[src/rtl/cla_sub_pipe_pkg.sv]
// Shared constants for the pipelined borrow-lookahead subtractor.
package cla_sub_pipe_pkg;

    localparam int DEFAULT_N = 8;

    // Indices into the per-stage valid vector.
    localparam int unsigned STAGE_LO = 0;
    localparam int unsigned STAGE_HI = 1;

endpackage

[src/rtl/cla_sub_pipe_if.sv]
// Operand/result handshake bundle for cla_sub_pipe.
interface cla_sub_pipe_if
    import cla_sub_pipe_pkg::*;
#(
    parameter int N = DEFAULT_N
);

    logic         in_valid;
    logic         in_ready;
    logic [N-1:0] A;
    logic [N-1:0] B;
    logic         out_valid;
    logic         out_ready;
    logic [N-1:0] Diff;
    logic         Borrow;

    modport master (
        output in_valid, A, B, out_ready,
        input  in_ready, out_valid, Diff, Borrow
    );

    modport slave (
        input  in_valid, A, B, out_ready,
        output in_ready, out_valid, Diff, Borrow
    );

endinterface

[src/rtl/cla_sub_pipe_bls_nbit.sv]
// Combinational W-bit borrow-lookahead subtractor: diff = a - b - bin.
module bls_nbit #(
    parameter int W = 4
) (
    input  logic [W-1:0] a,
    input  logic [W-1:0] b,
    input  logic         bin,
    output logic [W-1:0] diff,
    output logic         bout
);

    logic [W-1:0] g;
    logic [W-1:0] p;
    logic [W:0]   br;

    assign g = ~a & b;
    assign p = ~(a ^ b);

    // Each borrow is the flattened sum-of-products over all lower generate
    // terms, so no borrow depends on a previously computed borrow.
    always_comb begin
        logic acc;
        logic prod;
        br    = '0;
        br[0] = bin;
        acc   = 1'b0;
        prod  = 1'b1;
        for (int unsigned i = 0; i < W; i++) begin
            acc  = 1'b0;
            prod = 1'b1;
            for (int unsigned k = 0; k <= i; k++) begin
                acc  = acc | (prod & g[i-k]);
                prod = prod & p[i-k];
            end
            br[i+1] = acc | (prod & bin);
        end
    end

    assign diff = a ^ b ^ br[W-1:0];
    assign bout = br[W];

endmodule

[src/rtl/cla_sub_pipe.sv]
// Two-stage pipelined N-bit subtractor with valid/ready handshaking.
module cla_sub_pipe
    import cla_sub_pipe_pkg::*;
#(
    parameter int N = DEFAULT_N
) (
    input logic           clk,
    input logic           rst,
    cla_sub_pipe_if.slave bus
);

    localparam int H = N / 2;

    logic [1:0]   v;
    logic         ready1;
    logic         ready2;

    logic [H-1:0] lo_q;
    logic [H-1:0] ahi_q;
    logic [H-1:0] bhi_q;
    logic         bmid_q;

    logic [H-1:0] lo_d;
    logic [H-1:0] hi_d;
    logic         bmid_d;
    logic         bout_d;

    logic [N-1:0] diff_q;
    logic         borrow_q;

    bls_nbit #(.W(H)) u_lo (
        .a    (bus.A[H-1:0]),
        .b    (bus.B[H-1:0]),
        .bin  (1'b0),
        .diff (lo_d),
        .bout (bmid_d)
    );

    bls_nbit #(.W(H)) u_hi (
        .a    (ahi_q),
        .b    (bhi_q),
        .bin  (bmid_q),
        .diff (hi_d),
        .bout (bout_d)
    );

    assign ready2       = ~v[STAGE_HI] | bus.out_ready;
    assign ready1       = ~v[STAGE_LO] | ready2;
    assign bus.in_ready = ready1;

    always_ff @(posedge clk) begin
        if (rst) begin
            v        <= '0;
            diff_q   <= '0;
            borrow_q <= 1'b0;
        end else begin
            if (ready1) begin
                v[STAGE_LO] <= bus.in_valid;
                if (bus.in_valid) begin
                    lo_q   <= lo_d;
                    bmid_q <= bmid_d;
                    ahi_q  <= bus.A[N-1:H];
                    bhi_q  <= bus.B[N-1:H];
                end
            end
            if (ready2) begin
                v[STAGE_HI] <= v[STAGE_LO];
                if (v[STAGE_LO]) begin
                    diff_q   <= {hi_d, lo_q};
                    borrow_q <= bout_d;
                end
            end
        end
    end

    assign bus.out_valid = v[STAGE_HI];
    assign bus.Diff      = diff_q;
    assign bus.Borrow    = borrow_q;

endmodule

[src/flat_wrapper.sv]
// flat-port wrapper written by rule: the top's interface ports become plain ports
module cla_sub_pipe_flat import cla_sub_pipe_pkg::*;
#(
    parameter int N = DEFAULT_N
)
  (clk, rst, bus_in_valid, bus_A, bus_B, bus_out_ready, bus_in_ready, bus_out_valid, bus_Diff, bus_Borrow);
  cla_sub_pipe_if #(.N(N)) bus_i ();
  input logic clk;
  input logic rst;
  input wire logic [$bits(bus_i.in_valid)-1:0] bus_in_valid;
  input wire logic [$bits(bus_i.A)-1:0] bus_A;
  input wire logic [$bits(bus_i.B)-1:0] bus_B;
  input wire logic [$bits(bus_i.out_ready)-1:0] bus_out_ready;
  output wire logic [$bits(bus_i.in_ready)-1:0] bus_in_ready;
  output wire logic [$bits(bus_i.out_valid)-1:0] bus_out_valid;
  output wire logic [$bits(bus_i.Diff)-1:0] bus_Diff;
  output wire logic [$bits(bus_i.Borrow)-1:0] bus_Borrow;
  assign bus_i.in_valid = bus_in_valid;
  assign bus_i.A = bus_A;
  assign bus_i.B = bus_B;
  assign bus_i.out_ready = bus_out_ready;
  assign bus_in_ready = bus_i.in_ready;
  assign bus_out_valid = bus_i.out_valid;
  assign bus_Diff = bus_i.Diff;
  assign bus_Borrow = bus_i.Borrow;
  cla_sub_pipe #(.N(N)) u_core (.clk(clk), .rst(rst), .bus(bus_i));
endmodule
[config.mk]
export PLATFORM = sky130hd
export DESIGN_NAME = cla_sub_pipe_flat
export DESIGN_NICKNAME = d
export VERILOG_FILES = /design/src/rtl/cla_sub_pipe_pkg.sv /design/src/rtl/cla_sub_pipe_if.sv /design/src/rtl/cla_sub_pipe_bls_nbit.sv /design/src/rtl/cla_sub_pipe.sv /design/src/flat_wrapper.sv
export SDC_FILE = /design/constraint.sdc
export NUM_CORES = 1
export LEC_CHECK = 0
export BUFFER_PORTS_ARGS = -buffer_cell sky130_fd_sc_hd__buf_2
export CORE_MARGIN = 1
export CORE_UTILIZATION = 40
export DETAILED_ROUTE_END_ITERATION = 8
export GPL_TIMING_DRIVEN = 0
export PLACE_DENSITY = 0.72
export SLEW_MARGIN = 20
export SYNTH_ARGS = -nofsm -noshare
export SYNTH_HDL_FRONTEND = slang
export SYNTH_SLANG_ARGS = --single-unit
[constraint.sdc]
create_clock -name clk -period 2.25 [get_ports clk]
set_input_delay 0.45 -clock clk [delete_from_list [all_inputs] [get_ports clk]]
set_output_delay 0.45 -clock clk [all_outputs]
set_load 0.03 [all_outputs]
# Word level (Yosys, flattened, before mapping)

Index checks and enable logic that the tools add are counted.

Output and inout bits: 11
Register bits after elaboration: 24
Logic and storage cells: 66
Bits in read-only memories: 0
Bits in latches: 0
Input port bits: 20
RAM bits: 0
Memories kept: 0

Magnitude comparators: 0
Mux-type cells: 0
Eq/ne operators: 0
Reduce and logical (&&, ||, !) cells: 2
Add/subtract/negate cells: 0
Bitwise gates (word level): 56
Shifts and indexed selects: 0
Multipliers: 0
Divide/modulo/power cells: 0

Operators by type and width:

| operator         | number |
|---|---|
| $and 1x1->1      | 25 |
| $or 1x1->1       | 18 |
| $not 4->4        | 4 |
| $xor 4x4->4      | 4 |
| $and 4x4->4      | 2 |
| $not 1->1        | 3 |
| $reduce_and 3->1 | 1 |
| $reduce_and 2->1 | 1 |

# Logic depth before layout (Yosys ltp)

Word-level depth: 7
Gate-level depth with buffers: 6
Mapped depth without buffers: 6

# Cells and area by module

Synthesis repeated with hierarchy kept, for this count alone.

Cell total of the unflattened synthesis: 117
Area, all modules: 1287.5 µm²

By module, submodules not included:

| module       | cells an instance | area an instance (µm²) | seq. area each (µm²) | instances |
|---|---|---|---|---|
| cla_sub_pipe | 63                | 887.1                  | 610.6                | 1 |
| bls_nbit     | 27                | 200.2                  | 0.0                  | 2 |

# Worst setup path before layout

OpenSTA, ideal clock, no wires.

Path type: flip-flop to flip-flop
Start: register u_core.v[1]
End: register u_core.ahi_q[0] (enable)
Data required time: 1947 ps
Buffers on the path: 0
Library setup time: 303 ps
Slack: 553 ps
Data arrival time: 1394 ps
Cell stages (with the launch flop): 4
Clock period less this slack: 1697 ps
Cells stage by stage: dfxtp_1 -> nor2b_1 -> nand2_1 -> and3b_1

Longest elaborated chain between the ends: 4

Ends and longest elaborated chain:

| item                              | RTL line           | text |
|---|---|---|
| start: declaration                | cla_sub_pipe.sv:14 | `logic [1:0] v;` |
| start signal: indexed assignment  | cla_sub_pipe.sv:58 | `v[STAGE_LO] <= bus.in_valid;` |
| start signal: indexed assignment  | cla_sub_pipe.sv:67 | `v[STAGE_HI] <= v[STAGE_LO];` |
| $not 1->1                         | cla_sub_pipe.sv:47 | `assign ready2 = ~v[STAGE_HI] \| bus.out_ready;` |
| $or 1x1->1                        | cla_sub_pipe.sv:47 |  |
| $or 1x1->1                        | cla_sub_pipe.sv:48 | `assign ready1 = ~v[STAGE_LO] \| ready2;` |
| via bus_in_ready                  | flat_wrapper.sv:14 | `output wire logic [$bits(bus_i.in_ready)-1:0] bus_in_ready;` |
| $reduce_and 3->1 (no source line) | n/a                |  |
| end signal: assignment            | cla_sub_pipe.sv:62 | `ahi_q <= bus.A[N-1:H];` |
| end: declaration                  | cla_sub_pipe.sv:19 | `logic [H-1:0] ahi_q;` |

The timed path passes the listed nets, and every way through them passes these cells.
A chain may end at the register's enable or synchronous reset.

# Final worst setup path

Start: register u_core.bhi_q[0]
End: register u_core.diff_q[7], in the netlist u_core.bus.Diff[7]

Longest elaborated chain between the ends: 6
Elaborated cells on any way between the ends: 9
Classes of those cells: bitwise: 9

Ends and longest elaborated chain:

| item                     | RTL line                    | text |
|---|---|---|
| start: declaration       | cla_sub_pipe.sv:20          | `logic [H-1:0] bhi_q;` |
| start signal: assignment | cla_sub_pipe.sv:63          | `bhi_q <= bus.B[N-1:H];` |
| $xor 4x4->4              | cla_sub_pipe_bls_nbit.sv:17 | `assign p = ~(a ^ b);` |
| $not 4->4                | cla_sub_pipe_bls_nbit.sv:17 |  |
| $and 1x1->1              | cla_sub_pipe_bls_nbit.sv:33 | `prod = prod & p[i-k];` |
| $and 1x1->1              | cla_sub_pipe_bls_nbit.sv:35 | `br[i+1] = acc \| (prod & bin);` |
| $or 1x1->1 *             | cla_sub_pipe_bls_nbit.sv:35 |  |
| $xor 4x4->4 *            | cla_sub_pipe_bls_nbit.sv:39 | `assign diff = a ^ b ^ br[W-1:0];` |
| end signal: assignment   | cla_sub_pipe.sv:69          | `diff_q <= {hi_d, lo_q};` |
| end: declaration         | cla_sub_pipe.sv:28          | `logic [N-1:0] diff_q;` |

Mark *: on every way between the ends. The rest lies on a longest branch, timed or not.

==> metrics.txt <==
DIE HEIGHT 54.1 µm; largest net degree at the start of global routing 14; post-route setup TNS 0 ps; multiplexer area fraction after synthesis 0%; Synth Net Count 129; Final Hold Fails 0; first-pass GRT wire length 2900 µm; Hold WC Path Type input port to flip-flop; Initial Utilization 43.1%; Final Skew 4.15 ps; Worst-Skew Late Latency 300 ps; cell row count 18; layout cells sized above 1 28.0%; htree depth 1; DIE AREA 2930 µm²; DP HPWL 1360 µm; post-synthesis adder-cell area fraction 14.1%; Post-CTS Setup Inserts 0; number of synthesized flops with an enable pin 13; nets@finish 164; Num CTS Buffers 3; Required @ worst endpoint 2460 ps; I/O pin total 31; hold buffers post-CTS 0; startpoint types flip-flop; DRT iter0 DRCs 8; post-synthesis xor/xnor area fraction 3.23%; Rel. slew slack 62.5%; area delta synth->final 20.6%; Post-Route WL 1670 µm; wire length per cell 10.3 µm; Slew Viols, Final 0; n_diodes 0; remaining routing DRC violations 0; vias in the first global route 755; synth cell count leaders 14 x inv_1, 13 x edfxtp_1, 11 x dfxtp_1, 11 x nand2_1; final count of negative-setup-slack endpoints 0; RSZ-0062 raised after global routing no; ys flop type edfxtp_1; Worst Path Arrival 1920 ps; Power Dens Cells 648 nW/µm²; Buffers on Ports 30; die extent in x 54.1 µm; Critical Setup Path Class flip-flop to flip-flop; GR Overflow Total 0; CTS tree yes; gpl congestion 0.793; maxcap violations 0; CP Max Fanout 3; buffer depth of the longest clock path 2; CTS sink count 24; vias 765; status finished clean; Vias/cell 4.72; simple-gate area share of the yosys netlist 10.0%; Filler Cell Count 242; Slew @ Worst Pin 563 ps; Tot GR Track Use 14.3%; Synth Area in Compound Gates 10.8%; core area 2520 µm²; count of state elements after synthesis 24; VDD IR max 284 µV; Netlist cell types 23; fmax 0.586 GHz; initial antenna violation count 0; synth warn 0; most frequent cell after synthesis inv_1; Post-synth ARST share 0%; area leader, netlist edfxtp_1; Seq/Total Area, Yosys 56.2%; WHS 317 ps; Root Driver clkbuf_4; post-cts sizing count 0; final worst-path cycle share 75.8%; Avg Inst Size Synth 11.1 µm²; largest family of logic cells by synthesized area adder cells; main area contributors after synthesis edfxtp_1 36%, dfxtp_1 20%, ha_1 10%, inv_1 4.8%, nand2_1 3.8%; Tmin final 1710 ps; top-area cell type share of the netlist area 35.9%; Clock Pin Slew Worst Setup and Hold Paths 120 ps; Final Power 0.000848 W; post-route ant nets 0; Crit. End Element flip-flop; Post-Syn Instances 98; synthesized area 1090 µm²; DRT Pass-1 Iters 4; leakage power 0.613 nW
==> power by group <==
group          total [W]  leakage (nW)  internal (W)  switching, W
clock           0.000214        0.0210     0.0000985      0.000115
sequential      0.000501         0.213      0.000491     0.0000104
combinational   0.000134         0.380     0.0000557     0.0000781
total           0.000848         0.613      0.000645      0.000204
==> registers in the layout, indices dropped and copies added, names as in the netlist <==
name               cells
u_core.bhi_q           4
u_core.bus.Diff        8
u_core.lo_q            4
u_core.v               2
u_core.ahi_q           4
u_core.bmid_q          1
u_core.bus.Borrow      1
==> metrics by stage <==
| stage | util (%) | cell area [µm²] | cells | setup WS, ps |
|---|---|---|---|---|
| floorplan | - | 1090 | 98 | 553 |
| global placement | 50.5 | 1270 | 158 | 602 |
| detailed placement | 50.5 | 1270 | 158 | 557 |
| CTS | 51.9 | 1310 | 162 | 536 |
| global route | 51.9 | 1310 | 162 | 399 |
| finish | 51.9 | 1310 | 162 | 544 |
==> final cells by class <==
type                            count  area (µm²)  area share (%)
Clock buffer                        4        36.3            2.77
Tap cell                           30        37.5            2.87
Multi-Input combinational cell     58         414            31.6
Buffer                              2        8.76           0.669
Inverter                           14        52.6            4.01
Timing Repair Buffer               30         150            11.5
Sequential cell                    24         611            46.6
==> kinds of logic after synthesis <==
group           Yosys count
compound gates           18
xor+xnor                  4
fa+ha+maj                11
buf+inv                  16
flops                    24
simple gates             25
==> layer usage <==
layer / up-vias / GRT usage (%) / routed length, µm
met4: 0 / 7.69 / 27
met5: - / 0 / 0
met3: 2 / 3.67 / 126
li1: 396 / - / -
met1: 343 / 14.4 / 681
met2: 24 / 26.5 / 833
==> cell usage in the layout (no fill, tap or decap), drive strengths merged <==
| cell type | synthesis | layout |
|---|---|---|
| a211oi | 4 | 4 |
| a21o | 2 | 2 |
| a21oi | 8 | 8 |
| a311oi | 1 | 1 |
| and3b | 1 | 1 |
| buf | 1 | 31 |
| clkbuf | 1 | 5 |
| dfxtp | 11 | 11 |
| edfxtp | 13 | 13 |
| fa | 2 | 2 |
| ha | 9 | 9 |
| inv | 14 | 14 |
| nand2 | 11 | 11 |
| nand2b | 1 | 1 |
| nor2 | 9 | 9 |
| nor2b | 2 | 2 |
| o21ai | 2 | 2 |
| o21bai | 1 | 1 |
| or3 | 1 | 1 |
| xnor2 | 3 | 3 |
| xor2 | 1 | 1 |
==> worst max-delay path: stages, from the launching register on <==
cell	delay, ps
edfxtp_1	430
ha_1	340
a211oi_2	210
nor2_1	80
or3_1	300
a311oi_1	260
==> worst paths after layout <==
check	from	endpoint	slack, ps	cells past startpoint
setup / recovery	u_core.bhi_q[0]$_DFFE_PP_	u_core.bus.Diff[7]$_SDFFE_PP0P_	540	5
hold / removal	bus_A[4]	u_core.ahi_q[0]$_DFFE_PP_	320	1
setup reg to reg	u_core.bhi_q[0]$_DFFE_PP_	u_core.bus.Diff[7]$_SDFFE_PP0P_	540	5
hold reg to reg	u_core.bus.Diff[0]$_SDFFE_PP0P_	u_core.bus.Diff[0]$_SDFFE_PP0P_	460	2
(Power assumes the default switching activity.)
